$ cat src/rtl/multicycle_control.sv
// Multi-cycle controller for the single-bus MIPS-subset CPU.
// Registered state machine sequencing IF/ID/EXE/MEM/WB; control outputs decode from State and OpCode.
module multicycle_control (
    input  logic       CLK,
    input  logic       Reset,
    input  logic [5:0] OpCode,
    input  logic       zero,
    input  logic       sign,
    output logic [3:0] State,
    output logic       PCWre,
    output logic       IRWre,
    output logic       InsMemRW,
    output logic       ALUSrcA,
    output logic       ALUSrcB,
    output logic       ExtSel,
    output logic [2:0] ALUOp,
    output logic       RegWre,
    output logic [1:0] RegDst,
    output logic       WrRegDSrc,
    output logic       DBDataSrc,
    output logic       nRD,
    output logic       nWR,
    output logic [1:0] PCSrc
);

    localparam logic [3:0] sIF     = 4'd0;
    localparam logic [3:0] sID     = 4'd1;
    localparam logic [3:0] sEXE_AL = 4'd2;
    localparam logic [3:0] sWB_AL  = 4'd3;
    localparam logic [3:0] sEXE_BR = 4'd4;
    localparam logic [3:0] sEXE_LS = 4'd5;
    localparam logic [3:0] sMEM    = 4'd6;
    localparam logic [3:0] sWB_LD  = 4'd7;
    localparam logic [3:0] sHALT   = 4'd8;

    localparam logic [5:0] OP_ADD   = 6'b000000;
    localparam logic [5:0] OP_SUB   = 6'b000001;
    localparam logic [5:0] OP_ADDIU = 6'b000010;
    localparam logic [5:0] OP_ANDI  = 6'b010000;
    localparam logic [5:0] OP_AND   = 6'b010001;
    localparam logic [5:0] OP_ORI   = 6'b010010;
    localparam logic [5:0] OP_OR    = 6'b010011;
    localparam logic [5:0] OP_SLL   = 6'b011000;
    localparam logic [5:0] OP_SLTI  = 6'b011100;
    localparam logic [5:0] OP_SW    = 6'b100110;
    localparam logic [5:0] OP_LW    = 6'b100111;
    localparam logic [5:0] OP_BEQ   = 6'b110000;
    localparam logic [5:0] OP_BNE   = 6'b110001;
    localparam logic [5:0] OP_BLTZ  = 6'b110010;
    localparam logic [5:0] OP_J     = 6'b111000;
    localparam logic [5:0] OP_JR    = 6'b111001;
    localparam logic [5:0] OP_JAL   = 6'b111010;
    localparam logic [5:0] OP_HALT  = 6'b111111;

    logic [3:0] state_r;
    logic [3:0] stateNext_s;

    function automatic logic isAluInstr(input logic [5:0] op);
        case (op)
            OP_ADD, OP_SUB, OP_ADDIU, OP_ANDI, OP_AND,
            OP_ORI, OP_OR, OP_SLL, OP_SLTI:           isAluInstr = 1'b1;
            default:                                   isAluInstr = 1'b0;
        endcase
    endfunction

    // I-type ALU instructions write rt instead of rd.
    function automatic logic isITypeAlu(input logic [5:0] op);
        case (op)
            OP_ADDIU, OP_ANDI, OP_ORI, OP_SLTI: isITypeAlu = 1'b1;
            default:                            isITypeAlu = 1'b0;
        endcase
    endfunction

    function automatic logic [2:0] aluOpOf(input logic [5:0] op);
        case (op)
            OP_ADD, OP_ADDIU, OP_LW, OP_SW:    aluOpOf = 3'b000;
            OP_SUB, OP_BEQ, OP_BNE, OP_BLTZ:   aluOpOf = 3'b001;
            OP_SLL:                            aluOpOf = 3'b010;
            OP_OR, OP_ORI:                     aluOpOf = 3'b011;
            OP_AND, OP_ANDI:                   aluOpOf = 3'b100;
            OP_SLTI:                           aluOpOf = 3'b101;
            default:                           aluOpOf = 3'b000;
        endcase
    endfunction

    function automatic logic branchTaken(input logic [5:0] op, input logic z, input logic s);
        case (op)
            OP_BEQ:  branchTaken = z;
            OP_BNE:  branchTaken = ~z;
            OP_BLTZ: branchTaken = s;
            default: branchTaken = 1'b0;
        endcase
    endfunction

    // State register; reset abandons any instruction in flight.
    always_ff @(posedge CLK or negedge Reset) begin
        if (!Reset) begin
            state_r <= sIF;
        end else begin
            state_r <= stateNext_s;
        end
    end

    // Opcode-only datapath selects, valid in every state.
    always_comb begin
        ALUSrcA  = (OpCode == OP_SLL);
        ALUSrcB  = isITypeAlu(OpCode) || (OpCode == OP_LW) || (OpCode == OP_SW);
        ExtSel   = !((OpCode == OP_ANDI) || (OpCode == OP_ORI));
        ALUOp    = aluOpOf(OpCode);
        InsMemRW = 1'b1;
        State    = state_r;
    end

    // Next-state and per-state control strobes.
    always_comb begin
        stateNext_s = sIF;
        PCWre       = 1'b0;
        IRWre       = 1'b0;
        RegWre      = 1'b0;
        nRD         = 1'b1;
        nWR         = 1'b1;
        PCSrc       = 2'b00;
        RegDst      = 2'b10;
        WrRegDSrc   = 1'b1;
        DBDataSrc   = 1'b0;
        case (state_r)
            sIF: begin
                IRWre       = 1'b1;
                stateNext_s = sID;
            end
            sID: begin
                case (OpCode)
                    OP_J: begin
                        PCWre = 1'b1;
                        PCSrc = 2'b11;
                    end
                    OP_JR: begin
                        PCWre = 1'b1;
                        PCSrc = 2'b10;
                    end
                    OP_JAL: begin
                        PCWre     = 1'b1;
                        PCSrc     = 2'b11;
                        RegWre    = 1'b1;
                        RegDst    = 2'b00;
                        WrRegDSrc = 1'b0;
                    end
                    OP_HALT:                 stateNext_s = sHALT;
                    OP_BEQ, OP_BNE, OP_BLTZ: stateNext_s = sEXE_BR;
                    OP_LW, OP_SW:            stateNext_s = sEXE_LS;
                    default: begin
                        if (isAluInstr(OpCode)) begin
                            stateNext_s = sEXE_AL;
                        end else begin
                            // Undefined opcode retires as a nop.
                            PCWre       = 1'b1;
                            stateNext_s = sIF;
                        end
                    end
                endcase
            end
            sEXE_AL: stateNext_s = sWB_AL;
            sWB_AL: begin
                RegWre = 1'b1;
                PCWre  = 1'b1;
                RegDst = isITypeAlu(OpCode) ? 2'b01 : 2'b10;
            end
            sEXE_BR: begin
                PCWre = 1'b1;
                PCSrc = branchTaken(OpCode, zero, sign) ? 2'b01 : 2'b00;
            end
            sEXE_LS: stateNext_s = sMEM;
            sMEM: begin
                if (OpCode == OP_SW) begin
                    nWR   = 1'b0;
                    PCWre = 1'b1;
                end else if (OpCode == OP_LW) begin
                    nRD         = 1'b0;
                    stateNext_s = sWB_LD;
                end else begin
                    stateNext_s = sIF;
                end
            end
            sWB_LD: begin
                nRD       = 1'b0;
                DBDataSrc = 1'b1;
                RegWre    = 1'b1;
                RegDst    = 2'b01;
                PCWre     = 1'b1;
            end
            sHALT:   stateNext_s = sHALT;
            default: stateNext_s = sIF;
        endcase
    end

endmodule

$ cat config.mk
export PLATFORM = sky130hd
export DESIGN_NAME = multicycle_control
export DESIGN_NICKNAME = d
export VERILOG_FILES = /design/src/rtl/multicycle_control.sv
export SDC_FILE = /design/constraint.sdc
export NUM_CORES = 1
export LEC_CHECK = 0
export CAP_MARGIN = 20
export CELL_PAD_IN_SITES_DETAIL_PLACEMENT = 1
export CELL_PAD_IN_SITES_GLOBAL_PLACEMENT = 2
export CORE_UTILIZATION = 22
export DETAILED_ROUTE_END_ITERATION = 10
export GPL_TIMING_DRIVEN = 0
export PLACE_DENSITY_LB_ADDON = 0.05
export SYNTH_ARGS = -nofsm -noshare
export SYNTH_HDL_FRONTEND = slang
export SYNTH_SLANG_ARGS = --single-unit
$ cat constraint.sdc
create_clock -name CLK -period 4.1 [get_ports CLK]
set_input_delay 0.82 -clock CLK [delete_from_list [all_inputs] [get_ports CLK]]
set_output_delay 0.82 -clock CLK [all_outputs]
set_load 0.005 [all_outputs]
Word level (Yosys, flattened, before mapping)
Memory sizes are Yosys's and may differ from the RTL's.
Cells that the tools add are included.
- output and inout bits: 22
- register bits: 4
- memories kept: 2
- word-level logic and storage cells: 73
- ROM bits: 224
- memory list (name ; depth ; bits a word ; read ports ; clocked after memory_dff ; wr ports ; RTL line ; source):
    (no name shown) ; 64 ; 3 ; 1 ; 0 ; 0 ; 75 ; case (op)
    (no name shown) ; 32 ; 1 ; 1 ; 0 ; 0 ; 59 ; case (op)
- equality and inequality tests: 22
- bitwise gates (word level): 1
- multiplexer cells: 33
- reduce and logical (&&, ||, !) cells: 14
- operator list (operator ; number):
    == test 6 bit (second input constant) ; 9
    == test 6 x 5 -> 1 bit (second input constant) ; 4
    case mux 4 bit (6 select lines) ; 1
    two-way mux 1 bit ; 18
    == test 4 x 3 -> 1 bit (second input constant) ; 4
    case mux 4 bit (4 select lines) ; 1
    OR reduction 3 bit ; 3
    OR reduction 9 bit ; 1
    == test 4 x 2 -> 1 bit (second input constant) ; 2
    case mux 2 bit (2 select lines) ; 2
    == test 6 x 2 -> 1 bit (second input constant) ; 1
    two-way mux 2 bit ; 3
    two-way mux 3 bit ; 2
    case mux 1 bit (2 select lines) ; 3
    case mux 1 bit (3 select lines) ; 2
    case mux 2 bit (3 select lines) ; 1
    OR reduction 2 bit ; 3
    OR reduction 6 bit ; 1
    == test 4 x 1 -> 1 bit (second input constant) ; 1
    == test 4 bit (second input constant) ; 1
    logical NOT 4 bit ; 1
    OR reduction 4 bit ; 1
    logical OR 1 bit ; 3
    logical NOT 1 bit ; 1
    NOT 1 bit ; 1

Longest topological paths before layout
- depth in word-level cells: 7
- depth in mapped cells: 5
- depth with buffers taken out: 4

Worst setup path before layout
Ideal clock, no wire load.
- path type: input port to output port
- start point: input OpCode[2]
- end point: output RegDst[1]
- buffers on the path: 1
- arrival: 1730 ps
- slack: 1550 ps
- cell stages on the path: 5
- path through: buf_2 or2_2 o22ai_1 a21oi_1 o21a_1
- cells in the longest elaborated chain, start to end: 6
- elaborated cells on any way between the ends: 11
- those cells by class: 5 x eq/ne; 5 x mux; 1 x reduce/logical
- ends and longest elaborated chain (item ; RTL line ; source):
    start, declared ; 6 ; input logic [5:0] OpCode,
    == test 6 x 5 -> 1 bit or == test 6 x 2 -> 1 bit (tied branches) ; 68 ; case (op)
    OR reduction 4 bit ; 68 ;
    two-way mux 1 bit ; 68 ;
    two-way mux 1 bit ; 126 ; case (state_r)
    two-way mux 2 bit ; 166 ; RegDst = isITypeAlu(OpCode) ? 2'b01 : 2'b10;
    case mux 2 bit (3 select lines) * ; 126 ;
    end, declared ; 18 ; output logic [1:0] RegDst,
Every way passes the cells marked *; elsewhere a longest branch is shown, timed or not. The select of a mux whose other input is x is not followed.

Worst setup path after layout
- start point: input OpCode[1]
- end point: output PCWre
- cells in the longest elaborated chain, start to end: 7
- elaborated cells on any way between the ends: 19
- those cells by class: 9 x eq/ne; 7 x mux; 2 x reduce/logical; 1 x memory
- ends and longest elaborated chain (item ; RTL line ; source):
    memory (32 x 1 bit) ; - ;
    two-way mux 1 bit ; 59 ;
    two-way mux 1 bit ; 132 ; case (OpCode)
    two-way mux 1 bit ; 126 ;
    two-way mux 1 bit ; 152 ; if (isAluInstr(OpCode)) begin
    case mux 1 bit (2 select lines) ; 132 ;
    case mux 1 bit (3 select lines) * ; 126 ;
    end, declared ; 10 ; output logic PCWre,
Marked as above.

==> impl_results.md <==
* Power Dens Cells at 368.7 nW/um^2
* Flop-to-flop setup slack at 2.69 ns
* Multi-input logic area at 526.8 sq um
* Routed Antenna Nets at 0
* Die area at 3450 sq um
* Fmax at 279.6 MHz
* Status: complete, no violations
* Critical path startpoint category: input pin
* Final Slew Violations at 0
* Filler Cell Count at 399
* Sequential cell area at 100.1 sq um
* Drc violations at 0
* Total GRT Usage at 0.1650
* Pwr Total at 385.7 uW
* Clock root cell: clkbuf_4
* Pleak at 0.4029 nW
* Final hold vios at 0
* Final #Nets at 146
* Utilization after layout at 0.3426
* Pre-antenna DRT Iters at 4
* VDD IR-drop max at 0.00009339 V
* Post-synthesis area per instance at 6.745 sq um
* HP Class: reg -> reg
* Ports at 32
* Die width at 58.74 um
* Routed via count at 871
* Crit path capture type: output port
* Syn Std Cell Area at 708.2 sq um
* DP HPWL at 1963 um
* Post-CTS Hold Buffers at 0
* Initial antenna violation count at 0
* Starting Density at 0.2320
* Post-Layout Cell Count at 178
* Clock Path Buffers at 2
* Max Cap Viol at 0
* Final WL at 2555 um
* Grt total ovfl at 0
* Clk_lat worst skew at 0.23 ns
* Worst EP required at 3.28 ns
* Ys flop type: dfrtp_1
* CTS tree: built
* Die height at 58.74 um
* Mapped Nets at 115
* Largest net degree at the start of global routing at 11
* Std-Cell Rows at 20
* CTS Buf Count at 3
* Design Area, Final at 1046 sq um
* Layout cell share with drive strength beyond 1 at 0.1343
* Gpl congestion at 0.8012
* CP max FO at 10
* Post CTS Setup Buffer Count at 0
* Worst Reg-to-Reg Cells at 4
* Post-synthesis cell type count at 42
* Clock transition at path regs at 0.04 ns
* Sequential share of the synthesized area at 0.1413
* # placed instances at 175
* Initial DRC Count at 13
* H-tree depth at 1
* WS Path Type: in -> out
* Global-route wire length before repair at 4367 um
* Reg-to-reg critical path endpoint: State[3]
* Placeable core area at 3053 sq um
* Reg2reg start: State[0]
* Unrepaired setup endpoints after global routing: false
* Via/cell ratio at 4.893
* TNS Setup at 0 ns
* Post-route clock period utilization at 0.8724
* Yosys warning total at 0
* Critical Path Sink: PCWre
* Post-synth EDFFs at 0
* FFs w/ async S/R, synth at 1.000
* Worst path arrival time at 2.76 ns
* Post-Syn Instances at 105
* Final WS setup at 0.5230 ns
* Min Tclk post-route at 3.577 ns
* P&R area growth vs syn at 47.70%
* Vias in the first global route at 878
* CTS sink cnt at 4
* Post-synthesis register bit count at 4
* Routed wire per std cell at 14.35 um
* PortBufs at 26
* Setup Viol. Count Final at 0
* Max FFs per register at 4
* Area post-placement at 1023 sq um
* Clk_skew at 0.001361 ns
* Pre-CTS setup slack at 0.5151 ns
* Hold_ws at 0.6782 ns
* Ant diodes at 0
* Post_cts resized at 0
* Crit path from: OpCode[1]
-- critical path: stages --
cell	delay [ns]
clkdlybuf4s50_1	0.56
buf_4	0.20
nand2_1	0.11
a31oi_1	0.22
o211ai_1	0.15
o22ai_1	0.19
clkdlybuf4s50_1	0.52
-- layout by cell type (no fill, tap or decap), types with 2 or more instances in the layout --
master / count
and2_1: 3
o22ai_1: 3
and3_1: 2
clkdlybuf4s50_1: 26
nand2_1: 12
nor2b_1: 2
inv_1: 4
clkbuf_1: 4
nor2_1: 10
buf_4: 2
a31oi_1: 2
nor3_1: 3
or3_1: 4
nand3_1: 5
buf_2: 5
a21o_1: 2
o21ai_0: 4
clkbuf_4: 3
nand4_1: 2
dfrtp_1: 4
a21oi_1: 5
nand2b_1: 5
-- worst min path at each step --
stage                     endpoint  depth (start not counted)  slack [ns]     start
after global routing      State[0]                          2        0.72  State[2]
final                     State[0]                          2        0.68  State[2]
after global placement    State[0]                          2        0.65  State[3]
after detailed placement  State[0]                          2        0.68  State[2]
after CTS                 State[0]                          2        0.69  State[3]
after floorplan           State[0]                          0        0.52     Reset
-- cell type report --
class	instances	area share
multi-input cells	85	0.5036
flip-flops and latches	4	0.09569
clock buffers	3	0.02153
plain buffers	12	0.06340
well taps	44	0.05263
repair buffers	26	0.2488
inverters	4	0.01435
-- kinds of logic after synthesis --
group | share of synthesized area
other cells | 0.005295
simple gates | 0.4558
mux | 0.01590
buf+inv | 0.1148
compound gates | 0.2668
flops | 0.1413
-- synth_stat cells, drive strengths merged (3+ instances only) --
master / count / share of area
nor2: 10 / 0.053
and2: 3 / 0.027
o21ai: 4 / 0.028
nor3: 3 / 0.021
clkbuf: 4 / 0.021
dfrtp: 4 / 0.14
buf: 8 / 0.072
nand3: 5 / 0.035
or3: 4 / 0.035
inv: 4 / 0.021
nand2: 12 / 0.064
nand2b: 5 / 0.044
a21oi: 6 / 0.048
o22ai: 4 / 0.044
-- layer usage --
metal | wire, um | track usage | share of wire
met1 | 1270 | 0.2393 | 0.50
met3 | 55 | 0.01538 | 0.022
met2 | 1228 | 0.2581 | 0.48
met5 | 0 | 0 | 0
met4 | 0 | 0.04762 | 0
-- power by group --
group	internal, mW	total [mW]	switching (mW)
logic	0.138	0.271	0.133
clock network	0.0327	0.0482	0.0155
registers	0.0517	0.0669	0.0152
total	0.222	0.386	0.163
Power figures use the tool's default switching activity.
